### src/rtl/uart_rx_pkg.sv
// rtl/uart_rx_pkg.sv - shared FSM encoding, prescale limits and parity helper for the UART RX frame engine
package uart_rx_pkg;

  typedef enum logic [2:0] {
    IDLE,
    START,
    DATA,
    PARITY,
    STOP,
    BREAK
  } state_t;

  localparam int MIN_PRESCALE         = 4;
  localparam int DEFAULT_MAX_PRESCALE = 32;

  // Expected parity bit for up to 9 data bits; odd=1 selects odd parity.
  function automatic logic parity_bit(input logic [8:0] data, input logic odd);
    return (^data) ^ odd;
  endfunction

endpackage

### src/rtl/uart_rx_sampler.sv
// rtl/uart_rx_sampler.sv - per-bit edge counter with three-sample majority vote around mid-bit
module uart_rx_sampler #(
  parameter int MAX_PRESCALE = 32,
  parameter int PS_W         = $clog2(MAX_PRESCALE) + 1,
  parameter int CNT_W        = $clog2(MAX_PRESCALE)
) (
  input  logic            CLK,
  input  logic            RST,
  input  logic            rx,
  input  logic            run,
  input  logic [PS_W-1:0] ps,
  output logic            bit_val,
  output logic            bit_done,
  output logic            sample_done
);

  logic [CNT_W-1:0] cnt;
  logic [PS_W-1:0]  cnt_x;
  logic [PS_W-1:0]  half;
  logic             s0;
  logic             s1;
  logic             bit_q;
  logic             maj;

  assign cnt_x       = PS_W'(cnt);
  assign half        = ps >> 1;
  assign maj         = (s0 & s1) | (s0 & rx) | (s1 & rx);
  assign bit_done    = run && (cnt_x == ps - 1'b1);
  assign sample_done = run && (cnt_x == half + 1'b1);
  // At the smallest prescale the vote and the bit end coincide, so forward the fresh vote.
  assign bit_val     = sample_done ? maj : bit_q;

  always_ff @(posedge CLK or negedge RST) begin
    if (!RST) begin
      cnt   <= '0;
      s0    <= 1'b1;
      s1    <= 1'b1;
      bit_q <= 1'b1;
    end else if (!run) begin
      cnt <= '0;
    end else begin
      cnt <= bit_done ? '0 : cnt + 1'b1;
      if (cnt_x == half - 1'b1) s0 <= rx;
      if (cnt_x == half) s1 <= rx;
      if (sample_done) bit_q <= maj;
    end
  end

endmodule

### src/rtl/uart_rx_frame_engine.sv
// rtl/uart_rx_frame_engine.sv - parametrised UART receiver FSM; UART_RX_BREAK_DET_EN adds break detection
module uart_rx_frame_engine
  import uart_rx_pkg::*;
#(
  parameter int DATA_WIDTH   = 8,
  parameter int MAX_PRESCALE = DEFAULT_MAX_PRESCALE,
  parameter int PS_W         = $clog2(MAX_PRESCALE) + 1
) (
  input  logic                  CLK,
  input  logic                  RST,
  input  logic                  RX_IN,
  input  logic [PS_W-1:0]       Prescale,
  input  logic                  PAR_EN,
  input  logic                  PAR_TYP,
  input  logic                  STOP2,
  output logic [DATA_WIDTH-1:0] P_DATA,
  output logic                  data_valid,
  output logic                  par_err,
  output logic                  stp_err,
`ifdef UART_RX_BREAK_DET_EN
  output logic                  brk_det,
`endif
  output logic                  busy
);

  state_t                state;
  logic [PS_W-1:0]       ps_q;
  logic [PS_W-1:0]       ps_clamp;
  logic                  par_en_q;
  logic                  par_typ_q;
  logic                  stop2_q;
  logic [DATA_WIDTH-1:0] shreg;
  logic [3:0]            bit_cnt;
  logic                  par_flag;
  logic                  stp_flag;
  logic                  sample_seen;
  logic                  run;
  logic                  bit_val;
  logic                  bit_done;
  logic                  sample_done;
  logic                  stp_now;
  logic                  last_stop;
`ifdef UART_RX_BREAK_DET_EN
  logic                  zero_run;
  logic [PS_W-1:0]       brk_cnt;
`endif

  always_comb begin
    ps_clamp = Prescale;
    if (Prescale < PS_W'(MIN_PRESCALE)) ps_clamp = PS_W'(MIN_PRESCALE);
    else if (Prescale > PS_W'(MAX_PRESCALE)) ps_clamp = PS_W'(MAX_PRESCALE);
  end

  assign run       = (state != IDLE) && (state != BREAK);
  assign stp_now   = stp_flag | ~bit_val;
  assign last_stop = !stop2_q || bit_cnt[0];

  uart_rx_sampler #(
    .MAX_PRESCALE(MAX_PRESCALE),
    .PS_W        (PS_W)
  ) u_sampler (
    .CLK        (CLK),
    .RST        (RST),
    .rx         (RX_IN),
    .run        (run),
    .ps         (ps_q),
    .bit_val    (bit_val),
    .bit_done   (bit_done),
    .sample_done(sample_done)
  );

  always_ff @(posedge CLK or negedge RST) begin
    if (!RST) begin
      state       <= IDLE;
      ps_q        <= PS_W'(MIN_PRESCALE);
      par_en_q    <= 1'b0;
      par_typ_q   <= 1'b0;
      stop2_q     <= 1'b0;
      shreg       <= '0;
      bit_cnt     <= '0;
      par_flag    <= 1'b0;
      stp_flag    <= 1'b0;
      sample_seen <= 1'b0;
      P_DATA      <= '0;
      data_valid  <= 1'b0;
      par_err     <= 1'b0;
      stp_err     <= 1'b0;
      busy        <= 1'b0;
`ifdef UART_RX_BREAK_DET_EN
      brk_det     <= 1'b0;
      zero_run    <= 1'b0;
      brk_cnt     <= '0;
`endif
    end else begin
      data_valid  <= 1'b0;
      par_err     <= 1'b0;
      stp_err     <= 1'b0;
      sample_seen <= sample_done;
`ifdef UART_RX_BREAK_DET_EN
      brk_det     <= 1'b0;
`endif
      case (state)
        IDLE: begin
          if (!RX_IN) begin
            state     <= START;
            busy      <= 1'b1;
            ps_q      <= ps_clamp;
            par_en_q  <= PAR_EN;
            par_typ_q <= PAR_TYP;
            stop2_q   <= STOP2;
            bit_cnt   <= '0;
            par_flag  <= 1'b0;
            stp_flag  <= 1'b0;
`ifdef UART_RX_BREAK_DET_EN
            zero_run  <= 1'b1;
`endif
          end
        end
        START: begin
          // A start bit that votes high was a line glitch: drop it silently.
          if (sample_seen && bit_val) begin
            state <= IDLE;
            busy  <= 1'b0;
          end else if (bit_done) begin
            if (bit_val) begin
              state <= IDLE;
              busy  <= 1'b0;
            end else begin
              state <= DATA;
            end
          end
        end
        DATA: begin
          if (bit_done) begin
            shreg <= {bit_val, shreg[DATA_WIDTH-1:1]};
`ifdef UART_RX_BREAK_DET_EN
            zero_run <= zero_run & ~bit_val;
`endif
            if (bit_cnt == 4'(DATA_WIDTH - 1)) begin
              bit_cnt <= '0;
              state   <= par_en_q ? PARITY : STOP;
            end else begin
              bit_cnt <= bit_cnt + 1'b1;
            end
          end
        end
        PARITY: begin
          if (bit_done) begin
            par_flag <= (bit_val != parity_bit(9'(shreg), par_typ_q));
`ifdef UART_RX_BREAK_DET_EN
            zero_run <= zero_run & ~bit_val;
`endif
            state    <= STOP;
          end
        end
        STOP: begin
          if (bit_done) begin
`ifdef UART_RX_BREAK_DET_EN
            if (bit_cnt == 4'd0 && zero_run && !bit_val) begin
              brk_det <= 1'b1;
              brk_cnt <= '0;
              state   <= BREAK;
            end else
`endif
            if (last_stop) begin
              state <= IDLE;
              busy  <= 1'b0;
              if (!stp_now && !par_flag) begin
                P_DATA     <= shreg;
                data_valid <= 1'b1;
              end else begin
                par_err <= par_flag;
                stp_err <= stp_now;
              end
            end else begin
              stp_flag <= stp_now;
              bit_cnt  <= bit_cnt + 1'b1;
            end
          end
        end
`ifdef UART_RX_BREAK_DET_EN
        BREAK: begin
          // Wait for a full bit time of continuous idle before rearming.
          if (RX_IN) begin
            if (brk_cnt == ps_q - 1'b1) begin
              state <= IDLE;
              busy  <= 1'b0;
            end else begin
              brk_cnt <= brk_cnt + 1'b1;
            end
          end else begin
            brk_cnt <= '0;
          end
        end
`endif
        default: begin
          state <= IDLE;
          busy  <= 1'b0;
        end
      endcase
    end
  end

endmodule

### config.mk
export PLATFORM = sky130hd
export DESIGN_NAME = uart_rx_frame_engine
export DESIGN_NICKNAME = d
export VERILOG_FILES = /design/src/rtl/uart_rx_pkg.sv /design/src/rtl/uart_rx_sampler.sv /design/src/rtl/uart_rx_frame_engine.sv
export SDC_FILE = /design/constraint.sdc
export NUM_CORES = 1
export LEC_CHECK = 0
export ABC_AREA = 1
export CELL_PAD_IN_SITES_DETAIL_PLACEMENT = 0
export CELL_PAD_IN_SITES_GLOBAL_PLACEMENT = 1
export CORE_UTILIZATION = 35
export CTS_CLUSTER_DIAMETER = 80
export CTS_CLUSTER_SIZE = 40
export DETAILED_ROUTE_END_ITERATION = 12
export DONT_BUFFER_PORTS = 1
export GPL_TIMING_DRIVEN = 0
export PLACE_DENSITY_LB_ADDON = 0.3
export SYNTH_ARGS = -nofsm -noshare
export SYNTH_HDL_FRONTEND = slang
export SYNTH_HIERARCHICAL = 1
export SYNTH_SLANG_ARGS = --single-unit
### constraint.sdc
create_clock -name CLK -period 3.35 [get_ports CLK]
set_clock_uncertainty 0.2 [all_clocks]
set_input_delay 0.335 -clock CLK [delete_from_list [all_inputs] [get_ports CLK]]
set_output_delay 0.335 -clock CLK [all_outputs]
set_load 0.005 [all_outputs]
==> metrics.txt <==
clk_lat worst skew 0.30 ns; CP endpoint kind flop; CORE AREA 0.00773 mm2; final WL between 5000 and 6000 um; r2r startpoint ps_q[2]$_DFFE_PN1P_; Post-Synth Adder-Cell Area 3.03%; multiplexer share of the synthesized area 0%; Max VDD drop between 0.2 and 0.25 mV; TritonCTS clock tree yes; Worst setup SP type flop; synthesized area approximately 0.0028 mm2; post-DP HPWL 4390 um; IO buf count 0; Starting Density around 36%; Setup WS pre-CTS between 0.3 and 0.4 ns; die width approximately 90 um; worst slew pin tran 0.455 ns; largest net degree at the start of global routing 48; syn_nets just under 400; share of layout cells above drive strength 1 roughly 14%; Total GRT Usage ~15%; post-synth cell types 33; average wire per standard cell between 10 and 15 um; Pins Over Slew Limit 0; crit share post-route between 80% and 90%; worst path cell trace inv_1 > ha_1 > xnor2_1 > o21ai_0 > nor2_1 > nand3_1 > nand2_1 > inv_2 > or2_4 > nor2_4 > nand3_4 > buf_6 > nand2_2 > o21ai_2; RSZ-0062 raised after global routing no; Synth Area in Compound Gates a little under a tenth; first-pass GRT wire length slightly above 10000 um; relative slew slack a little over two thirds; number of antenna repair diodes 0; vias in the first global route between 2000 and 2500; post-synthesis xor/xnor area fraction under 10%; clk slew on worst S/H paths about 0.090 ns; r2r setup slk 0.39 ns; max_cap viols 0; Layout Nets approximately 410; Critical R2R Capture P_DATA[2]$_DFFE_PN0P_; reg2reg path depth 14; Synth Register Bits 47; Synth Warn # 6; initial DRC count between 100 and 150; P_leak about 1.6 nW; Synth Area in Simple Gates 34.9%; pwr dens 729 mW/mm2; Syn-to-layout area delta 11.3%; hold path endpoint ps_q[2]$_DFFE_PN1P_; Cells after Synth 380; TNS Setup 0 ns; Worst Path Required between 3 and 4 ns; CP max FO 10; htree depth 2; post-layout min period slightly below 3 ns; setup ws final 0.386 ns; CTS Root Cell clkbuf_8; grt total ovfl 0; GP Congestion about 0.86; average size of a mapped cell roughly 7.4 um2; critical path's slowest cell dfstp_2; DR pass1 iterations 4; Num CTS Buffers 5; Peak Freq around 0.34 GHz; vias per inst 4.61; DRC 0; antenna violations before repair 0; Hold Path Class in2reg; Rows 32; Die Area approximately 0.0084 mm2; Pwr Total approximately 2.3 mW; sequential-to-total area share from yosys stat 42.1%; clock tree buffer depth 2; I/O pin total 24; Post-DRT Antenna Nets 0; Cells after DPL 482; Final Setup Violations 0; TritonCTS Sinks 47; Worst EP arrival roughly 3.0 ns; non-filler cells, final roughly 500; main combinational cell family by area after synthesis simple AND/OR/NAND/NOR gates; Hold Startpoint Prescale[2]; Die H 91.5 um; Crit Path Category reg2reg; Hold Path Cell Cnt 2; final hold viol count 0; largest stage delay on the critical path 0.59 ns; Vias approximately 2300; outcome finished clean
## flip-flops by register name (all words and copies together) (netlist names)
register         cells
P_DATA               8
bit_cnt              4
busy                 1
data_valid           1
par_en_q             1
par_err              1
par_flag             1
par_typ_q            1
ps_q                 6
sample_seen          1
shreg                8
state                3
stop2_q              1
stp_err              1
stp_flag             1
u_sampler/bit_q      1
u_sampler/cnt        5
u_sampler/s0         1
u_sampler/s1         1
## placed cells by master (no fill, tap or decap), drive strengths merged
master / synthesis / final
o21bai: 1 / 1
inv: 48 / 48
or2: 2 / 2
nand3b: 1 / 1
nand4: 2 / 2
o22ai: 1 / 1
o21ai: 35 / 35
nand2: 142 / 142
nor4: 1 / 1
o21a: 1 / 1
maj3: 1 / 1
ha: 6 / 6
nand3: 24 / 24
xnor2: 5 / 5
dfrtp: 43 / 43
a21oi: 7 / 7
clkbuf: 0 / 5
clkinv: 0 / 2
nor2: 46 / 46
buf: 2 / 3
dfstp: 4 / 4
xor2: 7 / 7
dlygate4sd3: 0 / 8
nor3: 1 / 1
## synth_stat cells, drive strengths merged
cell type | n | area, um2
nor2 | 46 | 219
o22ai | 1 | 6.26
inv | 48 | 180
nand2 | 142 | 571
xnor2 | 5 | 43.8
ha | 6 | 75.1
nand3 | 24 | 143
buf | 2 | 16.3
nor4 | 1 | 6.26
nand4 | 2 | 12.5
a21oi | 7 | 35.0
o21bai | 1 | 7.51
nand3b | 1 | 7.51
dfrtp | 43 | 1080
dfstp | 4 | 105
maj3 | 1 | 10.0
or2 | 2 | 15.0
o21a | 1 | 7.51
xor2 | 7 | 61.3
o21ai | 35 | 201
nor3 | 1 | 5.00
## kinds of logic (layout without fill, tap and decap cells)
family	after synthesis	count (layout)
buf+inv	50	66
flops	47	47
fa+ha+maj	7	7
simple gates	219	219
compound gates	45	45
xor+xnor	12	12
## per-layer routing
layer,GRT usage (%),vias to the layer above,part of all wire [%]
met3,3.27,5,3.2
met1,21.6,1036,53
met5,0,-,0
met2,23.6,28,43
li1,-,1225,-
met4,4.37,0,0.93
## cell type report
cell class                 count  area, um2
timing repair buffer           9        108
fill                         834       4610
clock buffer                   5       68.8
tap                          102        128
sequential                    47       1180
multi-input combinational    283       1430
inverter                      48        180
clock inverter                 2       13.8
buffer                         2       16.3
## per-stage QoR
step	utilization (%)	hold slack [ns]	area [um2]
4_1_cts	40.4	0.0286	3120
5_1_grt	40.4	0.0377	3120
2_1_floorplan	-	-0.161	2800
3_3_place_gp	37.9	-0.160	2930
3_5_place_dp	37.9	-0.160	2930
6_report	40.4	0.0341	3120
## how the worst max path moves through the flow
stage,start,to
after floorplan,ps_q[2]$_DFFE_PN1P_,P_DATA[2]$_DFFE_PN0P_
after global placement,ps_q[2]$_DFFE_PN1P_,P_DATA[2]$_DFFE_PN0P_
after detailed placement,ps_q[2]$_DFFE_PN1P_,P_DATA[2]$_DFFE_PN0P_
after CTS,ps_q[2]$_DFFE_PN1P_,P_DATA[2]$_DFFE_PN0P_
after global routing,ps_q[2]$_DFFE_PN1P_,P_DATA[2]$_DFFE_PN0P_
final,ps_q[2]$_DFFE_PN1P_,P_DATA[2]$_DFFE_PN0P_
## where the power goes
group	internal (mW)	switching [mW]
combinational	0.391	0.704
sequential	0.703	0.144
clock	0.143	0.193
## critical path: cells and delay by family (launching register included)
family,cells,cell delay [ns]
AO/OA/AOI/OAI,2,0.16
buffers and inverters,3,0.41
adder cells (fa/ha/maj),1,0.32
XOR/XNOR,1,0.21
AND/OR/NAND/NOR,7,0.96
flip-flops,1,0.59
## timing repair
item | 4_1_cts | 5_1_grt
hold buffers | 9 | 0
hold endpoints to repair | 55 | 0
resized for setup | 0 | 0
setup buffers | 0 | 0
Note: power is estimated with default switching activity, not from simulation.
